<file path="config.mk">
export PLATFORM = sky130hd
export DESIGN_NAME = pipeline_ctrl
export DESIGN_NICKNAME = d
export VERILOG_FILES = /design/src/rtl/pipeline_ctrl.sv
export SDC_FILE = /design/constraint.sdc
export NUM_CORES = 1
export LEC_CHECK = 0
export CAP_MARGIN = 10
export CORE_MARGIN = 5
export CORE_UTILIZATION = 41
export CTS_CLUSTER_SIZE = 12
export DETAILED_ROUTE_END_ITERATION = 12
export GPL_TIMING_DRIVEN = 0
export MAX_ROUTING_LAYER = met4
export PLACE_DENSITY = 0.87
export SYNTH_ARGS = -nofsm -noshare
export SYNTH_HDL_FRONTEND = slang
export SYNTH_SLANG_ARGS = --single-unit
</file>
<file path="constraint.sdc">
create_clock -name clk -period 3 [get_ports clk]
set_input_delay 0.9 -clock clk [delete_from_list [all_inputs] [get_ports clk]]
set_output_delay 0.9 -clock clk [all_outputs]
set_load 0.01 [all_outputs]
</file>
<file path="src/rtl/pipeline_ctrl.sv">
// Central stall/flush control for the 5-stage core: load-use, redirect, imem and dmem wait handling.
// Optional perf counters are enabled by defining PIPELINE_CTRL_PERF_EN.
module pipeline_ctrl #(
  parameter int unsigned WAIT_TIMEOUT = 255,
  parameter int unsigned CNT_W        = 16
) (
  input  logic             clk,
  input  logic             reset_n,
  input  logic [4:0]       id_rs,
  input  logic [4:0]       id_rt,
  input  logic             id_uses_rs,
  input  logic             id_uses_rt,
  input  logic             ex_mem_read,
  input  logic [4:0]       ex_rd_reg,
  input  logic             mem_redirect,
  input  logic             dmem_req,
  input  logic             dmem_ready,
  input  logic             imem_ready,
  output logic             pc_wren,
  output logic             fd_wren,
  output logic             de_wren,
  output logic             em_wren,
  output logic             mw_wren,
  output logic             fd_flush,
  output logic             de_flush,
  output logic             em_flush,
  output logic             mw_flush,
  output logic             dmem_abort,
  output logic             mem_timeout,
  output logic [CNT_W-1:0] stall_count,
  output logic [CNT_W-1:0] flush_count
);

  typedef enum logic [1:0] {BOOT, RUN, MEM_WAIT} state_t;

  localparam logic [CNT_W-1:0] TIMEOUT_C = CNT_W'(WAIT_TIMEOUT);
  localparam logic [CNT_W-1:0] ONE_C     = CNT_W'(1);

  state_t           state_q, state_d;
  logic [CNT_W-1:0] wait_cnt_q, wait_cnt_d;
  logic             mem_timeout_q, mem_timeout_d;
  logic             dmem_pending;
  logic             load_use;

  assign dmem_pending = dmem_req && !dmem_ready;
  assign load_use = ex_mem_read && (ex_rd_reg != 5'd0) &&
                    ((id_uses_rs && (id_rs == ex_rd_reg)) ||
                     (id_uses_rt && (id_rt == ex_rd_reg)));

  always_comb begin
    pc_wren       = 1'b0;
    fd_wren       = 1'b0;
    de_wren       = 1'b0;
    em_wren       = 1'b0;
    mw_wren       = 1'b0;
    fd_flush      = 1'b0;
    de_flush      = 1'b0;
    em_flush      = 1'b0;
    mw_flush      = 1'b0;
    dmem_abort    = 1'b0;
    state_d       = state_q;
    wait_cnt_d    = wait_cnt_q;
    mem_timeout_d = mem_timeout_q;
    // Outputs are forced quiet while reset is held, regardless of state.
    if (reset_n) begin
      if (state_q == BOOT) begin
        {fd_wren, de_wren, em_wren, mw_wren}     = 4'hf;
        {fd_flush, de_flush, em_flush, mw_flush} = 4'hf;
        state_d    = RUN;
        wait_cnt_d = '0;
      end else begin
        state_d    = RUN;
        wait_cnt_d = '0;
        if (dmem_pending && (wait_cnt_q < TIMEOUT_C)) begin
          wait_cnt_d = wait_cnt_q + ONE_C;
          state_d    = MEM_WAIT;
        end else if (dmem_pending) begin
          {pc_wren, fd_wren, de_wren, em_wren, mw_wren} = 5'h1f;
          mw_flush      = 1'b1;
          dmem_abort    = 1'b1;
          mem_timeout_d = 1'b1;
        end else if (mem_redirect) begin
          {pc_wren, fd_wren, de_wren, em_wren, mw_wren} = 5'h1f;
          {fd_flush, de_flush, em_flush}                = 3'h7;
        end else if (load_use) begin
          {de_wren, em_wren, mw_wren} = 3'h7;
          de_flush = 1'b1;
        end else if (!imem_ready) begin
          {fd_wren, de_wren, em_wren, mw_wren} = 4'hf;
          fd_flush = 1'b1;
        end else begin
          {pc_wren, fd_wren, de_wren, em_wren, mw_wren} = 5'h1f;
        end
      end
    end
  end

  always_ff @(posedge clk or negedge reset_n) begin
    if (!reset_n) begin
      state_q       <= BOOT;
      wait_cnt_q    <= '0;
      mem_timeout_q <= 1'b0;
    end else begin
      state_q       <= state_d;
      wait_cnt_q    <= wait_cnt_d;
      mem_timeout_q <= mem_timeout_d;
    end
  end

  assign mem_timeout = mem_timeout_q;

`ifdef PIPELINE_CTRL_PERF_EN
  logic [CNT_W-1:0] stall_count_q, stall_count_d;
  logic [CNT_W-1:0] flush_count_q, flush_count_d;

  always_comb begin
    stall_count_d = stall_count_q;
    flush_count_d = flush_count_q;
    if (reset_n && (state_q != BOOT) && !pc_wren && (stall_count_q != '1))
      stall_count_d = stall_count_q + ONE_C;
    // Outside BOOT, em_flush without mw_flush only happens on a redirect.
    if (reset_n && (state_q != BOOT) && em_flush && !mw_flush && (flush_count_q != '1))
      flush_count_d = flush_count_q + ONE_C;
  end

  always_ff @(posedge clk or negedge reset_n) begin
    if (!reset_n) begin
      stall_count_q <= '0;
      flush_count_q <= '0;
    end else begin
      stall_count_q <= stall_count_d;
      flush_count_q <= flush_count_d;
    end
  end

  assign stall_count = stall_count_q;
  assign flush_count = flush_count_q;
`else
  assign stall_count = '0;
  assign flush_count = '0;
`endif

endmodule

</file>
=== Word-level counts from Yosys, hierarchy flattened ===
Index checks and enable logic that the tools add are counted.

* Order comparisons: 1
* Bitwise operators: 2
* Reductions and logical operators: 11
* Equal/unequal tests: 2
* $add $sub $neg: 1
* Mux-type cells: 44

{| class="wikitable"
|+ Operator list
! operator !! number
|-
| 1-bit 2-to-1 mux || 40
|-
| 16-bit 2-to-1 mux || 2
|-
| 16-bit by 1-bit adder with 16-bit output (second input constant) || 1
|-
| 16-bit by 8-bit less-than comparator with 1-bit output (second input constant) || 1
|-
| 5-bit equality test || 2
|-
| 1-bit logical AND || 6
|-
| 5-bit nonzero test || 1
|-
| 2-bit 2-to-1 mux || 2
|-
| 4-bit AND reduction || 1
|-
| 2-bit zero test || 1
|-
| 1-bit inverter || 2
|-
| 1-bit zero test || 1
|-
| 1-bit logical OR || 1
|}

* Input bits: 24
* Output and inout port bits: 43
* Bits in registers: 19
* Word-level logic and storage cells: 64

=== Depth between registers and ports, before layout ===
Gate-level depths: netlist of run 1.

* Depth after elaboration: 10
* Gate-level depth with buffers: 6
* Gate-level depth less buffers: 6

=== Least setup slack after synthesis of run 1 ===
Ideal clock, no wire load.

* Kind: input-to-output
* From: input port ex_rd_reg[1]
* To: output port fd_flush
* Stages: 4
* Data arrival time: 2.034 ns
* Data required time: 2.100 ns
* Buffers on the path: 0
* Path slack: 0.066 ns
* Path through: or4_1 -> o21ai_0 -> a21oi_1 -> o32ai_1

* Cells in the longest elaborated chain, start to end: 10
* Elaborated cells on any way between the ends: 14
* Classes of those cells: eq/ne: 2; mux: 6; reduce/logical: 6

{| class="wikitable"
|+ RTL lines
! element !! line !! source
|-
| start: declaration || 14 || <nowiki>input logic [4:0] ex_rd_reg,</nowiki>
|-
| 5-bit equality test, on equally long branches || 47, 48 ||
|-
| 1-bit logical AND, on equally long branches || 47, 48 ||
|-
| 1-bit logical OR || 47 || <nowiki>((id_uses_rs && (id_rs == ex_rd_reg)) ||</nowiki>
|-
| 1-bit logical AND * || 46 || <nowiki>assign load_use = ex_mem_read && (ex_rd_reg != 5'd0) &&</nowiki>
|-
| 1-bit 2-to-1 mux * || 85 || <nowiki>end else if (load_use) begin</nowiki>
|-
| 1-bit 2-to-1 mux * || 82 || <nowiki>end else if (mem_redirect) begin</nowiki>
|-
| 1-bit 2-to-1 mux * || 77 || <nowiki>end else if (dmem_pending) begin</nowiki>
|-
| 1-bit 2-to-1 mux * || 74 || <nowiki>if (dmem_pending && (wait_cnt_q < TIMEOUT_C)) begin</nowiki>
|-
| 1-bit 2-to-1 mux * || 66 || <nowiki>if (state_q == BOOT) begin</nowiki>
|-
| 1-bit 2-to-1 mux * || 65 || <nowiki>if (reset_n) begin</nowiki>
|-
| end: declaration || 24 || <nowiki>output logic fd_flush,</nowiki>
|}

Mark *: on every way between the ends. The rest lies on a longest branch, timed or not.

=== Worst setup path in the final report of run 1 ===
* From: register wait_cnt_q[12]
* To: output port fd_wren

* Cells in the longest elaborated chain, start to end: 5

{| class="wikitable"
|+ RTL lines
! element !! line !! source
|-
| start: declaration || 40 || <nowiki>logic [CNT_W-1:0] wait_cnt_q, wait_cnt_d;</nowiki>
|-
| start signal: assignment || 105 || <nowiki>wait_cnt_q <= wait_cnt_d;</nowiki>
|-
| 16-bit by 8-bit less-than comparator with 1-bit output || 74 ||
|-
| 1-bit logical AND || 74 ||
|-
| 1-bit 2-to-1 mux || 74 ||
|-
| 1-bit 2-to-1 mux || 66 ||
|-
| 1-bit 2-to-1 mux || 65 ||
|-
| end: declaration || 20 || <nowiki>output logic fd_wren,</nowiki>
|}

No other way between the ends.

==> flow_summary_export.csv, run 1 <==
group,metric,value,unit
clock_network,cts_tree,"yes",
sta,drv_slew,0,
global_routing,grt_use_total,0.156,
placement,place_ws,-1600,ps
clock_network,numCtsBuffers,3,
pwr,irDropWorstVdd,0.154,mV
floorplanning,die_h,68.5,um
route,via_per_inst,4.64,
critical_path,path_buf_inv,2,
status,status,"finished, violations left",
global_routing,grt_pass1_wl,5.37,mm
sta,fmax,330,MHz
critical_path,cp.arrival,2130,ps
critical_path,crit_fanout,4,
route,dr_total_vias,1364,
sta,hold_violations,0,
sta,fin_crit,3030,ps
critical_path,path_delay_family,"compound AO/OA/AOI/OAI gates",
route,drt-initial-drc-count,67,
placement,gp_routability_congestion,0.782,
logic_synthesis,ys_seq_area_frac,0.339,
global_routing,grt_pass1_vias,1276,
sta,finalSetupViolations,6,
logic_synthesis,synthCells,160,
floorplanning,die_area,4690,um2
route,wirelength,3.65,mm
floorplanning,ios,67,
finish,drive_above_1_share,0.375,
sta,rsz0062_at_grt,"yes",
pwr,p_leak,1.09,nW
placement,portBuffers,34,
sta,setup_slack,-31.6,ps
logic_synthesis,avgSynthCellArea,8.77,um2
floorplanning,die_w,68.5,um
route,drc,0,
route,ant_nets,0,
critical_path,cp_data_required_time,2100,ps
finish,area_growth,50.2,%
sta,fin_skew,22.4,ps
clock_network,clk_pin_slew_worst_paths,120,ps
global_routing,grt.overflow.total,0,
pwr,fin_total_pwr,0.000593,W
route,firstDrtPassIters,4,
clock_network,cts.sinks,19,
logic_synthesis,yosysUniqueCellTypes,38,
floorplanning,start_util,0.420,
finish,stdcell_count,294,
floorplanning,rows,21,
global_routing,grt_max_degree,25,
critical_path,start_kind,"register",
critical_path,crit_type,"reg2out",
finish,finalInstanceArea,2110,um2
critical_path,crit_slowest_cell,"or4_4",
status,violations,"negative setup slack",
placement,dp_hpwl,2.51,mm
placement,place_inst,271,
critical_path,critical_path.max_stage_delay,540,ps
job,drv_cap,0,
clock_network,htreeDepth,1,
finish,fillCellCount,292,
critical_path,path_cells,"or4_4 > a211o_4 > o21ai_4 > buf_6 > a31oi_1 > buf_2",
clock_network,cts_root_buf,"clkbuf_4",
logic_synthesis,yosys_warnings,0,
pwr,pwr_density_cell,282,nW/um2
logic_synthesis,synth-seq-cells,19,
placement,place_area,1920,um2
logic_synthesis,synth_area,1400,um2
finish,antennaDiodeCount,0,
floorplanning,placeableCoreArea,3340,um2
finish,fin_nets,274,
critical_path,end_kind,"output pin",
global_routing,antenna_found_initial,0,
clock_network,ctsHoldBuffers,0,
sta,period_share,1.01,
worst_hold_path,min_path_type,"in2async",
route,wire_per_inst,12.4,um
clock_network,insertion_delay,320,ps
clock_network,clk_path_buf_depth,2,
## worst register-to-register path, delay by kind of cell, from the launching register on
family | cells | cell delay [ps]
and+or+nand+nor | 1 | 540
buffers and inverters | 3 | 360
DFF | 1 | 420
AOI/OAI and AO/OA | 3 | 700
## sequential cells by signal, summed over array words and instances, names as in the netlist
| signal | cells |
|---|---|
| state_q | 2 |
| mem_timeout | 1 |
| wait_cnt_q | 16 |
## power by group
| part | switching [W] | internal, W |
|---|---|---|
| clock | 0.0000867 | 0.0000521 |
| sequential | 0.00000478 | 0.000261 |
| combinational | 0.0000902 | 0.0000982 |
| total | 0.000182 | 0.000411 |
## metrics by stage
step | setup TNS (ps) | hold slack, ps | utilization
after floorplan | 0 | 451 | -
after global placement | -11830 | 448 | 0.574
after detailed placement | -12280 | 457 | 0.574
after CTS | -197 | 472 | 0.594
after global routing | -600 | 409 | 0.631
final | -149 | 404 | 0.631
## area by class of cell
class / instances / area, um2 / area share
Inverter: 8 / 36.3 / 0.0172
Buffer: 35 / 270 / 0.128
Tap cell: 46 / 57.6 / 0.0273
Timing Repair Buffer: 53 / 433 / 0.205
Clock buffer: 4 / 26.3 / 0.0125
Multi-Input combinational cell: 129 / 808 / 0.384
Sequential cell: 19 / 475 / 0.226
## cells by family after synthesis
group                      share of synthesized area
AOI/OAI and AO/OA                              0.146
xor gates and xnor gates                      0.0749
adders and majority gates                    0.00892
buffers and inverters                          0.209
DFF                                            0.339
muxes                                        0.00714
other                                        0.00267
and+or+nand+nor                                0.212
## what timing repair did
action                                  in CTS  in global routing
endpoints found under the setup margin      10                  9
buffers inserted                             9                 10
pin swaps                                   16                  8
resized for setup                           98                 17
## path summary, 6_finish.rpt
path,start,to,slack (ps),cells after the start
max,wait_cnt_q[12]$_DFFE_PN0P_,fd_wren,-30,6
min,reset_n,wait_cnt_q[9]$_DFFE_PN0P_,400,1
max reg2reg,wait_cnt_q[12]$_DFFE_PN0P_,wait_cnt_q[14]$_DFFE_PN0P_,920,7
min reg2reg,mem_timeout$_DFFE_PN0P_,mem_timeout$_DFFE_PN0P_,480,1
max in group asynchronous,reset_n,wait_cnt_q[5]$_DFFE_PN0P_,2370,1
min in group clk,mem_timeout$_DFFE_PN0P_,mem_timeout$_DFFE_PN0P_,480,1
## metal layers
metal,vias to the layer above,track usage,routed length (um)
li1,666,-,-
met1,628,0.172,1450
met2,65,0.282,1910
met3,5,0.0178,234
met4,0,0.0670,59
met5,-,-,0
## Yosys cell counts
library cell / count / area (um2)
buf_4: 35 / 263
dfrtp_1: 19 / 475
nor2_1: 14 / 52.6
nand3_1: 10 / 50.1
o21ai_0: 10 / 50.1
xor2_1: 8 / 70.1
inv_1: 7 / 26.3
a21oi_1: 6 / 30.0
nand2_1: 5 / 18.8
xnor2_1: 4 / 35.0
a31oi_1: 3 / 18.8
nor3b_1: 3 / 22.5
nor4_1: 3 / 18.8
o21a_1: 3 / 22.5
and3_1: 2 / 12.5
nand4_1: 2 / 12.5
nor2b_1: 2 / 12.5
o21ai_1: 2 / 10.0
o31ai_1: 2 / 15.0
or4_1: 2 / 15.0
a211o_4: 1 / 17.5
and2_1: 1 / 6.26
and3_2: 1 / 7.51
and4_1: 1 / 8.76
conb_1: 1 / 3.75
ha_1: 1 / 12.5
inv_2: 1 / 3.75
mux2i_1: 1 / 10.0
nand2_4: 1 / 11.3
nand2b_1: 1 / 6.26
nor2_8: 1 / 20.0
nor3_1: 1 / 5.00
o21ai_4: 1 / 16.3
o22ai_1: 1 / 6.26
o311a_1: 1 / 10.0
o32ai_1: 1 / 8.76
or2_1: 1 / 6.26
or4_4: 1 / 11.3
## placed cells by master, fill, tap and decap left out, types with 2 or more instances in the layout
cell type and count:
a21oi_1 3, a21oi_2 3, a31oi_1 3, and3_1 2, buf_2 11, buf_4 51
buf_6 8, clkbuf_4 3, clkdlybuf4s15_1 2, clkdlybuf4s50_1 7, conb_1 32, dfrtp_1 19
dlygate4sd2_1 6, inv_1 6, nand2_1 5, nand3_1 10, nand4_1 2, nor2_1 14
nor3b_1 2, nor4_1 2, o21a_1 3, o21ai_0 8, o21ai_1 2, o21ai_4 2
o31ai_1 2, or4_4 2, xnor2_1 4, xor2_1 8
Note: power is estimated with default switching activity, not from simulation.
==> run 2, diff against run 1 <==
clock period = 2.9 ns   (was 3 ns; I/O delays follow)
==> run 2 against run 1 <==
- the run still ends with negative setup slack left
- routed wire length rose by 2.4%
- non-clock buffer count fell by 2
- hold slack improved by 17 ps
- global-route usage rose by 0.70 points
- sequential cell count did not move
- combinational power barely moved
- critical endpoint is now pc_wren
==> flow_summary_export.csv, run 2 (same netlist as run 1, synthesis figures left out) <==
group,metric,value,unit
route,firstDrtPassIters,4,
floorplanning,die_area,4690,um2
global_routing,antenna_found_initial,0,
clock_network,clk_path_buf_depth,2,
sta,finalSetupViolations,8,
route,wire_per_inst,12.8,um
sta,setup_slack,-193,ps
finish,stdcell_count,292,
clock_network,numCtsBuffers,3,
global_routing,grt_pass1_vias,1289,
status,violations,"negative setup slack",
critical_path,cp.arrival,2220,ps
global_routing,grt_max_degree,25,
floorplanning,rows,21,
critical_path,end_kind,"output pin",
sta,fmax,323,MHz
critical_path,start_kind,"register",
route,drc,0,
finish,antennaDiodeCount,0,
global_routing,grt_use_total,0.163,
finish,top_register,"wait_cnt_q",
route,dr_total_vias,1366,
route,wirelength,3.73,mm
floorplanning,placeableCoreArea,3340,um2
route,via_per_inst,4.68,
finish,area_growth,48.7,%
worst_hold_path,min_path_type,"in2async",
sta,drv_slew,0,
placement,portBuffers,34,
placement,dp_hpwl,2.51,mm
floorplanning,die_w,68.5,um
clock_network,htreeDepth,1,
critical_path,cp_data_required_time,2030,ps
pwr,fin_total_pwr,0.000608,W
status,status,"finished, violations left",
global_routing,grt.overflow.total,0,
finish,final_common_cell,"buf_4",
job,drv_cap,0,
floorplanning,ios,67,
sta,period_share,1.07,
sta,fin_crit,3090,ps
sta,hold_violations,0,
critical_path,r2r_start,"wait_cnt_q[10]$_DFFE_PN0P_",
clock_network,cts.sinks,19,
critical_path,worstRegToRegCells,7,
clock_network,cts_tree,"yes",
finish,largest_reg_flops,16,
route,drt-initial-drc-count,101,
clock_network,insertion_delay,320,ps
sta,fin_skew,14.8,ps
finish,fin_util,0.625,
critical_path,r2r_setup_slack,860,ps
pwr,irDropWorstVdd,0.154,mV
pwr,pwr_density_cell,291,nW/um2
floorplanning,start_util,0.420,
finish,fin_nets,272,
clock_network,clk_pin_slew_worst_paths,120,ps
critical_path,crit_type,"reg2out",
placement,place_inst,271,
pwr,p_leak,1.08,nW
placement,gp_routability_congestion,0.782,
sta,rsz0062_at_grt,"yes",
finish,drive_above_1_share,0.378,
floorplanning,die_h,68.5,um
finish,layout_common_cells,"50 x buf_4, 32 x conb_1, 19 x dfrtp_1",
route,ant_nets,0,
critical_path,crit_fanout,3,
clock_network,cts_root_buf,"clkbuf_4",
global_routing,grt_pass1_wl,5.53,mm
critical_path,reg2reg_to,"wait_cnt_q[14]$_DFFE_PN0P_",
## run 2: cell types whose count changed in the layout (fill, tap and decap cells not counted)
cell             change
clkinvlp_4           -1
clkdlybuf4s15_1      -1
or4_1                -1
buf_2                +2
buf_4                -1
clkbuf_2             -1
or4_4                +1
dlygate4sd2_1        -1
inv_1                +1
## run 2: area by class of cell
| class | instances | area (um2) |
|---|---|---|
| inverter | 8 | 32.5 |
| sequential | 19 | 475 |
| timing repair buffer | 51 | 412 |
| fill | 298 | 1250 |
| multi-input combinational | 129 | 812 |
| buffer | 35 | 270 |
| tap | 46 | 57.6 |
| clock buffer | 4 | 26.3 |
## run 2: how the worst max path moves through the flow
stage | startpoint | end | slack, ps | depth (start not counted)
after floorplan | ex_rd_reg[1] | fd_flush | 30 | 4
after global placement | reset_n | pc_wren | -1600 | 6
after detailed placement | reset_n | pc_wren | -1640 | 6
after CTS | wait_cnt_q[10]$_DFFE_PN0P_ | pc_wren | -170 | 7
after global routing | wait_cnt_q[10]$_DFFE_PN0P_ | pc_wren | -230 | 7
final | wait_cnt_q[10]$_DFFE_PN0P_ | pc_wren | -190 | 7
## run 2: per-layer routing
metal	track usage	up-vias	wire, um
li1	-	659	-
met1	0.173	625	1370
met2	0.288	70	1980
met3	0.0227	12	284
met4	0.0943	0	107
met5	-	-	0
## run 2: critical path, stage by stage, from the launching register on
cell,delay (ps)
dfrtp_1,420
or4_4,540
a211o_4,350
buf_6,130
nor3b_4,150
a21oi_2,110
o21ai_1,80
buf_2,150
## run 2: report_power, final
part | switching, W | total, W | internal [W]
clock network | 0.0000906 | 0.000144 | 0.0000539
logic | 0.0000917 | 0.000188 | 0.0000963
registers | 0.00000493 | 0.000275 | 0.000270
## run 2: stage by stage
stage	setup slack [ps]	TNS (ps)	hold slack, ps	instance area (um2)
final	-193	-721	421	2090
after global routing	-233	-1170	427	2090
after CTS	-175	-561	442	2000
after detailed placement	-1640	-13280	457	1920
after global placement	-1600	-12630	448	1920
after floorplan	25.6	0	451	1520
## run 2: what timing repair did
action	in CTS	in global routing
pin swaps	17	4
hold buffers	0	0
gates resized for setup	110	10
cloned	0	0
setup endpoints to repair	10	9
buffers inserted	10	7
